File: src/rtl/wm_write_arbiter_if.sv
// Bundle between the relaxation units and the WorkingMemory write port:
// the request side (req/addr/data/grant) and the registered write bus (WMWE/WMWAR/WMWDR).
//
// Handshake: a requester raises req[i] with its addr/data stable and holds all three
// until it samples grant[i]=1 at a rising edge; that edge is the transfer. It may drop
// req[i] before a grant, which discards the word. req must not depend combinationally
// on grant.
interface wm_write_arbiter_if #(
  parameter int NREQ = 4,
  parameter int AW   = 13,
  parameter int DW   = 128
);
  logic [NREQ-1:0]    req;
  logic [NREQ*AW-1:0] req_addr;
  logic [NREQ*DW-1:0] req_data;
  logic [NREQ-1:0]    grant;
  logic               WMWE;
  logic [AW-1:0]      WMWAR;
  logic [DW-1:0]      WMWDR;

  modport master (
    output req, req_addr, req_data,
    input  grant, WMWE, WMWAR, WMWDR
  );

  modport slave (
    input  req, req_addr, req_data,
    output grant, WMWE, WMWAR, WMWDR
  );
endinterface

File: src/rtl/wm_write_arbiter.sv
// Round-robin arbiter sharing the single WorkingMemory write port among NREQ
// relaxation units; also tracks whether any write happened (changed / wr_count).
module wm_write_arbiter #(
  parameter int  NREQ = 4,
  parameter int  AW   = 13,
  parameter int  DW   = 128,
  parameter int  CW   = 16,
  localparam int PW   = (NREQ > 1) ? $clog2(NREQ) : 1
) (
  input  logic          clock,
  input  logic          reset,
  input  logic          en,
  input  logic          clr,
  wm_write_arbiter_if.slave bus,
  output logic          changed,
  output logic [CW-1:0] wr_count,
  output logic          idle,
  output logic [PW-1:0] ptr
);

  logic          found;
  logic          granted;
  logic [PW-1:0] win_idx;
  logic [PW:0]   cand;
  logic [NREQ-1:0] grant_vec;
  logic [PW-1:0] ptr_next;

  logic          we_q;
  logic [AW-1:0] addr_q;
  logic [DW-1:0] data_q;

  // Search from ptr upward, wrapping modulo NREQ; the first active request wins.
  always_comb begin
    found   = 1'b0;
    win_idx = '0;
    cand    = '0;
    for (int k = 0; k < NREQ; k++) begin
      cand = {1'b0, ptr} + (PW+1)'(k);
      if (cand >= (PW+1)'(NREQ)) cand = cand - (PW+1)'(NREQ);
      if (!found && bus.req[cand[PW-1:0]]) begin
        found   = 1'b1;
        win_idx = cand[PW-1:0];
      end
    end
  end

  always_comb begin
    granted   = reset && en && found;
    grant_vec = '0;
    if (granted) grant_vec[win_idx] = 1'b1;
    ptr_next  = (win_idx == PW'(NREQ-1)) ? '0 : win_idx + 1'b1;
  end

  always_ff @(posedge clock) begin
    if (!reset) begin
      ptr    <= '0;
      we_q   <= 1'b0;
      addr_q <= '0;
      data_q <= '0;
    end else if (granted) begin
      ptr    <= ptr_next;
      we_q   <= 1'b1;
      addr_q <= bus.req_addr[win_idx*AW +: AW];
      data_q <= bus.req_data[win_idx*DW +: DW];
    end else begin
      we_q   <= 1'b0;
    end
  end

  // A grant on the same edge as clr wins: the cleared count restarts at one.
  always_ff @(posedge clock) begin
    if (!reset) begin
      changed  <= 1'b0;
      wr_count <= '0;
    end else if (granted) begin
      changed <= 1'b1;
      if (clr)             wr_count <= CW'(1);
      else if (!(&wr_count)) wr_count <= wr_count + 1'b1;
    end else if (clr) begin
      changed  <= 1'b0;
      wr_count <= '0;
    end
  end

  assign bus.grant = grant_vec;
  assign bus.WMWE  = we_q;
  assign bus.WMWAR = addr_q;
  assign bus.WMWDR = data_q;
  assign idle      = (bus.req == '0) && !we_q;

endmodule

File: src/flat_wrapper.sv
// flat-port wrapper written by rule: the top's interface ports become plain ports
module wm_write_arbiter_flat 
#(
  parameter int  NREQ = 4,
  parameter int  AW   = 13,
  parameter int  DW   = 128,
  parameter int  CW   = 16,
  localparam int PW   = (NREQ > 1) ? $clog2(NREQ) : 1
)
  (clock, reset, en, clr, changed, wr_count, idle, ptr, bus_req, bus_req_addr, bus_req_data, bus_grant, bus_WMWE, bus_WMWAR, bus_WMWDR);
  wm_write_arbiter_if #(.NREQ(NREQ), .AW(AW), .DW(DW)) bus_i ();
  input  logic clock;
  input  logic reset;
  input  logic en;
  input  logic clr;
  output logic changed;
  output logic [CW-1:0] wr_count;
  output logic idle;
  output logic [PW-1:0] ptr;
  input wire logic [$bits(bus_i.req)-1:0] bus_req;
  input wire logic [$bits(bus_i.req_addr)-1:0] bus_req_addr;
  input wire logic [$bits(bus_i.req_data)-1:0] bus_req_data;
  output wire logic [$bits(bus_i.grant)-1:0] bus_grant;
  output wire logic [$bits(bus_i.WMWE)-1:0] bus_WMWE;
  output wire logic [$bits(bus_i.WMWAR)-1:0] bus_WMWAR;
  output wire logic [$bits(bus_i.WMWDR)-1:0] bus_WMWDR;
  assign bus_i.req = bus_req;
  assign bus_i.req_addr = bus_req_addr;
  assign bus_i.req_data = bus_req_data;
  assign bus_grant = bus_i.grant;
  assign bus_WMWE = bus_i.WMWE;
  assign bus_WMWAR = bus_i.WMWAR;
  assign bus_WMWDR = bus_i.WMWDR;
  wm_write_arbiter #(.NREQ(NREQ), .AW(AW), .DW(DW), .CW(CW)) u_core (.clock(clock), .reset(reset), .en(en), .clr(clr), .bus(bus_i), .changed(changed), .wr_count(wr_count), .idle(idle), .ptr(ptr));
endmodule
File: config.mk
export PLATFORM = sky130hd
export DESIGN_NAME = wm_write_arbiter_flat
export DESIGN_NICKNAME = d
export VERILOG_FILES = /design/src/rtl/wm_write_arbiter_if.sv /design/src/rtl/wm_write_arbiter.sv /design/src/flat_wrapper.sv
export SDC_FILE = /design/constraint.sdc
export NUM_CORES = 1
export LEC_CHECK = 0
export ABC_AREA = 0
export BUFFER_PORTS_ARGS = -buffer_cell sky130_fd_sc_hd__buf_2
export CAP_MARGIN = 15
export CELL_PAD_IN_SITES_DETAIL_PLACEMENT = 1
export CELL_PAD_IN_SITES_GLOBAL_PLACEMENT = 1
export CORE_AREA = 2 2 287 289
export DETAILED_ROUTE_END_ITERATION = 10
export DIE_AREA = 0 0 289 291
export PLACE_DENSITY_LB_ADDON = 0.1
export RECOVER_POWER = 50
export SYNTH_ARGS = -nofsm -noshare
export SYNTH_HDL_FRONTEND = slang
export SYNTH_SLANG_ARGS = --single-unit
File: constraint.sdc
create_clock -name clock -period 1.7 [get_ports clock]
set_input_delay 0 -clock clock [delete_from_list [all_inputs] [get_ports clock]]
set_output_delay 0 -clock clock [all_outputs]
set_load 0.01 [all_outputs]
; ---- Word level (Yosys, flattened, before mapping)
; Index checks and enable logic that the tools add are counted.
[word_totals]
reg_bits = 161
input_bits = 572
elab_cells = 76
[op_classes]
addsub = 9
mul = 1
order_cmp = 10
n_eq_ne = 2
n_shift = 2
n_mux = 31
reduce_logical = 15
[ops]
columns = cell, count
row1 = variable part select 512 x 10 -> 128 bit, 1
row2 = 2-to-1 mux 16 bit, 4
row3 = variable part select 52 x 7 -> 13 bit, 1
row4 = 2-to-1 mux 2 bit, 9
row5 = "adder 16 x 1 -> 16 bit, second input constant", 1
row6 = AND reduction 16 bit, 1
row7 = "< comparator 2 x 3 -> 1 bit, second input constant", 5
row8 = 2-to-1 mux 1 bit, 12
row9 = "greater-or-equal comparator 3 bit, second input constant", 3
row10 = binary-select mux 1 bit (select 2 bit), 4
row11 = "subtractor 2 x 1 -> 2 bit, second input constant", 4
row12 = logical AND 1 bit, 7
row13 = "adder 2 x 2 -> 3 bit, second input constant", 2
row14 = "multiplier 2 x 4 -> 6 bit, second input constant", 1
row15 = logical NOT 1 bit, 4
row16 = logical NOT 4 bit, 1
row17 = 2-to-1 mux 4 bit, 1
row18 = "adder 2 x 1 -> 3 bit, second input constant", 1
row19 = "greater-or-equal comparator 2 x 3 -> 1 bit, second input constant", 1
row20 = "adder 2 x 1 -> 2 bit, second input constant", 1
row21 = demux 1 bit (select 2 bit), 1
row22 = "equality test 2 bit, second input constant", 1
row23 = "greater-or-equal comparator 2 x 1 -> 1 bit, second input constant", 1
row24 = "!= test 2 bit, second input constant", 1
row25 = other kinds (2), 2

; ---- Longest topological paths before layout
[depth]
ltp_word = 19
depth_mapped = 8
depth_no_buf = 7

; ---- Worst setup path after synthesis
; Ideal clock, no wire load.
[synth_path]
path_type = flip-flop to flip-flop
start = register u_core.wr_count[1]
end = register u_core.wr_count[2]
arrival_time_ns = 1.721
setup_slack_ns = -0.098
path_stages_with_launch = 6
period_less_slack_ns = 1.798
cell_sequence = dfxtp_1 ha_1 nand4_1 nor4_4 and4b_1 nor3_1
[synth_between]
elab_chain_len = 4
elab_cells_between_ends = 7
classes_between = 1 x add/sub / 1 x eq/ne / 3 x mux / 2 x reduce/logical
[synth_lines]
columns = element, line
row1 = start: declaration, wm_write_arbiter.sv:16  ; output logic [CW-1:0] wr_count,
row2 = start signal: assignment, wm_write_arbiter.sv:78  ; else if (!(&wr_count)) wr_count <= wr_count + 1'b1;
row3 = adder 16 x 1 -> 16 bit, wm_write_arbiter.sv:78
row4 = 2-to-1 mux 16 bit, wm_write_arbiter.sv:78
row5 = 2-to-1 mux 16 bit, wm_write_arbiter.sv:77  ; if (clr) wr_count <= CW'(1);
row6 = 2-to-1 mux 16 bit, wm_write_arbiter.sv:75  ; end else if (granted) begin
; Parallel ways exist; a longest one is shown, timed or not. The select of a mux whose other input is x is not followed.
; A chain may end at the register's enable or synchronous reset.

; ---- Worst setup path after layout
[layout_path]
start = register u_core.ptr[0]
end = output port bus_grant[3]
[layout_between]
elab_chain_len = 19
elab_cells_between_ends = 44
classes_between = 7 x add/sub / 6 x order compare / 23 x mux / 8 x reduce/logical
[layout_lines]
columns = element, line
row1 = start: declaration, wm_write_arbiter.sv:18  ; output logic [PW-1:0] ptr
row2 = start signal: assignment, wm_write_arbiter.sv:61  ; ptr <= ptr_next;
row3 = branches (longest 18 deep; another with adder 2 x 1 -> 3 bit), n/a
row4 = 2-to-1 mux 4 bit (*), wm_write_arbiter.sv:50  ; if (granted) grant_vec[win_idx] = 1'b1;
row5 = end: declaration, flat_wrapper.sv:23  ; output wire logic [$bits(bus_i.grant)-1:0] bus_grant;
; Every way passes the cells marked *. The select of a mux whose other input is x is not followed.

==> impl_metrics.yaml <==
routing:
  via_per_inst: 4.34
  wl_per_cell_um: 22.0
  routed_wl_um: 79800
  ant_nets: 0
  drt_pre_antenna_iters: 4
  initialDrtViolationCount: 364
  vias: 15700
  drcViolationCount: 0
clocking:
  cts.htree.levels: 4
  cts_tree: "yes"
  cts_made_buffers: 17
  clkTransAtPathRegs_ns: 0.06
  insertion_delay_ns: 0.49
  clock_sinks: 161
  clockBufferDepth: 2
  clockRootBuffer: "clkbuf_16"
critical_path:
  timing.rr.start: "u_core.ptr[0]"
  reg2reg_slack_ns: -0.14
  crit_fanout: 18
  cp-start-kind: "flip-flop"
  required_ns: 1.70
  critPathKind: "reg -> out"
  cp-end-kind: "output pin"
  cp.arrival_ns: 1.90
  reg2reg_depth: 8
  reg2reg_to: "u_core.bus.WMWDR[127]"
finish:
  fin_util_pct: 33.1
  fin_cells: 3625
  drive_above_1_share_pct: 53.4
  area.growth.synth_to_final_pct: 171
  nets: 3114
  fillCellCount: 9211
floorplanning:
  start_util_pct: 12.2
  coreArea_sq_um: 81200
  dieArea_sq_um: 84100
  die_h_um: 291
  num_rows: 105
  pin_count: 738
  die_w_um: 289
global_routing:
  met1_usage_pct: 19.9
  grtUsageMet3_pct: 3.67
  grt_use_total_pct: 17.8
  grt_max_degree: 59
  grt_pass1_wl_um: 113000
  overflow: 0
  met2_usage_pct: 33.4
  grt_pass1_vias: 17800
  antenna_found_initial: 5
  top_usage_layer: "met2"
placement:
  hpwl_um: 51600
  routabilityCongestion: 0.799
  dp.cells: 2942
  numPortBuffers: 737
logic_synthesis:
  syn-instance-count: 1104
  synth_seq_cells: 161
  yosysSeqAreaShare_pct: 32.5
  synth_flop_cell: "dfxtp_1"
  async_reset_ff_share_pct: 0
  synth_most_common_cell: "dfxtp_1"
  synth_warnings: 0
  synth_area_leaders: "dfxtp_1 (33%), mux2i_1 (14%), a221oi_1 (11%)"
  synth_cell_types: 48
  netlist_area_sq_um: 9910
  netlist_top_cells_count: "dfxtp_1 (161), a21oi_1 (147), and3_1 (144), mux2i_1 (142), o22ai_1 (128)"
  synth_edf_count: 0
  synth_top_area_share_pct: 32.5
  syn-num-nets: 1678
  yosysTopAreaCell: "dfxtp_1"
  syn_avg_cell_area_sq_um: 8.97
pwr:
  peakVddDrop_uv: 714
  powerDensity_nw_per_um2: 658
  cellLeakagePower_nw: 11.1
min_path:
  worstHoldPathCells: 5
  hp-start: "en"
  hp-class: "in -> reg"
  holdPathEnd: "u_core.ptr[1]"
sta:
  post-route-period-util_pct: 112
  hold_viol_final: 0
  tightest_slew_ns: 0.647
  rsz0062_at_grt: "yes"
  drv_slew: 0
  max_freq_mhz: 525
  final_period_minus_worst_setup_slack_ns: 1.90
  setup_slack_ns: -0.204
  final.setup_skew_ns: 0.0203
  slew_headroom_pct: 56.8
  setup-violations-final: 136
  fin_setup_tns_ns: -8.07
outcome:
  outcome: "finished, violations left"
  violations: "setup timing"
flow_run:
  drv_cap: 0
==> cells by family after synthesis <==
kind of cell | share of synthesized area [%]
adders and majority gates | 0.253
AOI/OAI and AO/OA | 31.8
xor gates and xnor gates | 0.884
and+or+nand+nor | 13.5
DFF | 32.5
buffers and inverters | 6.74
muxes | 14.3
==> cell usage in the layout (no fill, tap or decap), drive strengths merged, types with 2 or more instances in the layout <==
cell type / count
a311oi: 2
o22ai: 140
nor2b: 2
inv: 9
buf: 871
clkinv: 5
or2: 4
mux2i: 142
nand3: 3
nor4: 6
bufinv: 2
a21oi: 147
diode: 3
o21ai: 2
nor3: 10
nor4b: 2
and3: 144
nand2b: 4
nand4b: 2
nand4: 5
xnor2: 10
nor2: 17
ha: 2
a221oi: 141
dfxtp: 161
dlygate4sd3: 568
clkbuf: 121
nand2: 17
==> stage by stage <==
stage	cell area (sq um)	power, mW	setup slack, ns	hold slack [ns]
global route	26900	18.6	-0.303	0.195
CTS	25300	17.0	-0.264	0.178
finish	26900	17.7	-0.204	0.210
global placement	15900	9.59	-0.409	0.271
floorplan	9910	7.03	-0.00373	0.0529
detailed placement	15900	9.64	-0.468	0.285
==> sequential cells by signal (all words and copies together) (netlist names) <==
name and count:
u_core.bus.WMWDR 128, u_core.wr_count 16, u_core.bus.WMWAR 13, u_core.ptr 2, u_core.bus.WMWE 1, u_core.changed 1
==> cell type report <==
class                      count  area [sq um]  area share [%]
multi-input combinational    814          8920            33.2
sequential                   161          3230            12.0
antenna                        3          7.51          0.0280
clock buffer                  19           433            1.61
tap                         1070          1340            4.99
timing repair buffer        1541         12800            47.6
inverter                       5          21.3          0.0792
clock inverter                12           131           0.489
==> worst max-delay path by stage <==
stage          slack [ns]  cells after the start     startpoint                     to
2_1_floorplan      -0.004                      7  u_core.ptr[0]   u_core.bus.WMWDR[36]
3_3_place_gp        -0.41                      7  u_core.ptr[0]  u_core.bus.WMWDR[127]
3_5_place_dp        -0.47                      7  u_core.ptr[0]  u_core.bus.WMWDR[127]
4_1_cts             -0.26                      7  u_core.ptr[1]           bus_grant[3]
5_1_grt             -0.30                      7  u_core.ptr[0]           bus_grant[3]
6_report            -0.20                      7  u_core.ptr[0]           bus_grant[3]
==> critical path, cell delays in order (launching register included) <==
cell and delay [ns]:
dfxtp_2 0.35, nand2b_4 0.14, nand4b_4 0.18, nand2_8 0.14
buf_12 0.18, ha_4 0.15, and3_4 0.17, buf_6 0.11
==> report_power, final <==
group          total (mW)  internal, mW  switching, mW
Clock                4.18          2.17           2.01
Combinational        8.87          4.99           3.89
Sequential           4.63          4.15          0.482
Total                17.7          11.3           6.38
==> layer usage <==
metal	part of all wire, %	up-vias
met3	4.8	86
met2	54	481
met1	39	7793
li1	-	7369
met4	2.3	2
met5	0.016	-
==> timing repair <==
action                     4_1_cts  5_1_grt
buffers inserted                49       22
setup endpoints to repair      147      157
hold endpoints to repair       145        0
pin swaps                       93      124
resized for setup              438      270
gates cloned                    26       13
hold buffers                   568        0
Note: power is estimated with default switching activity, not from simulation.
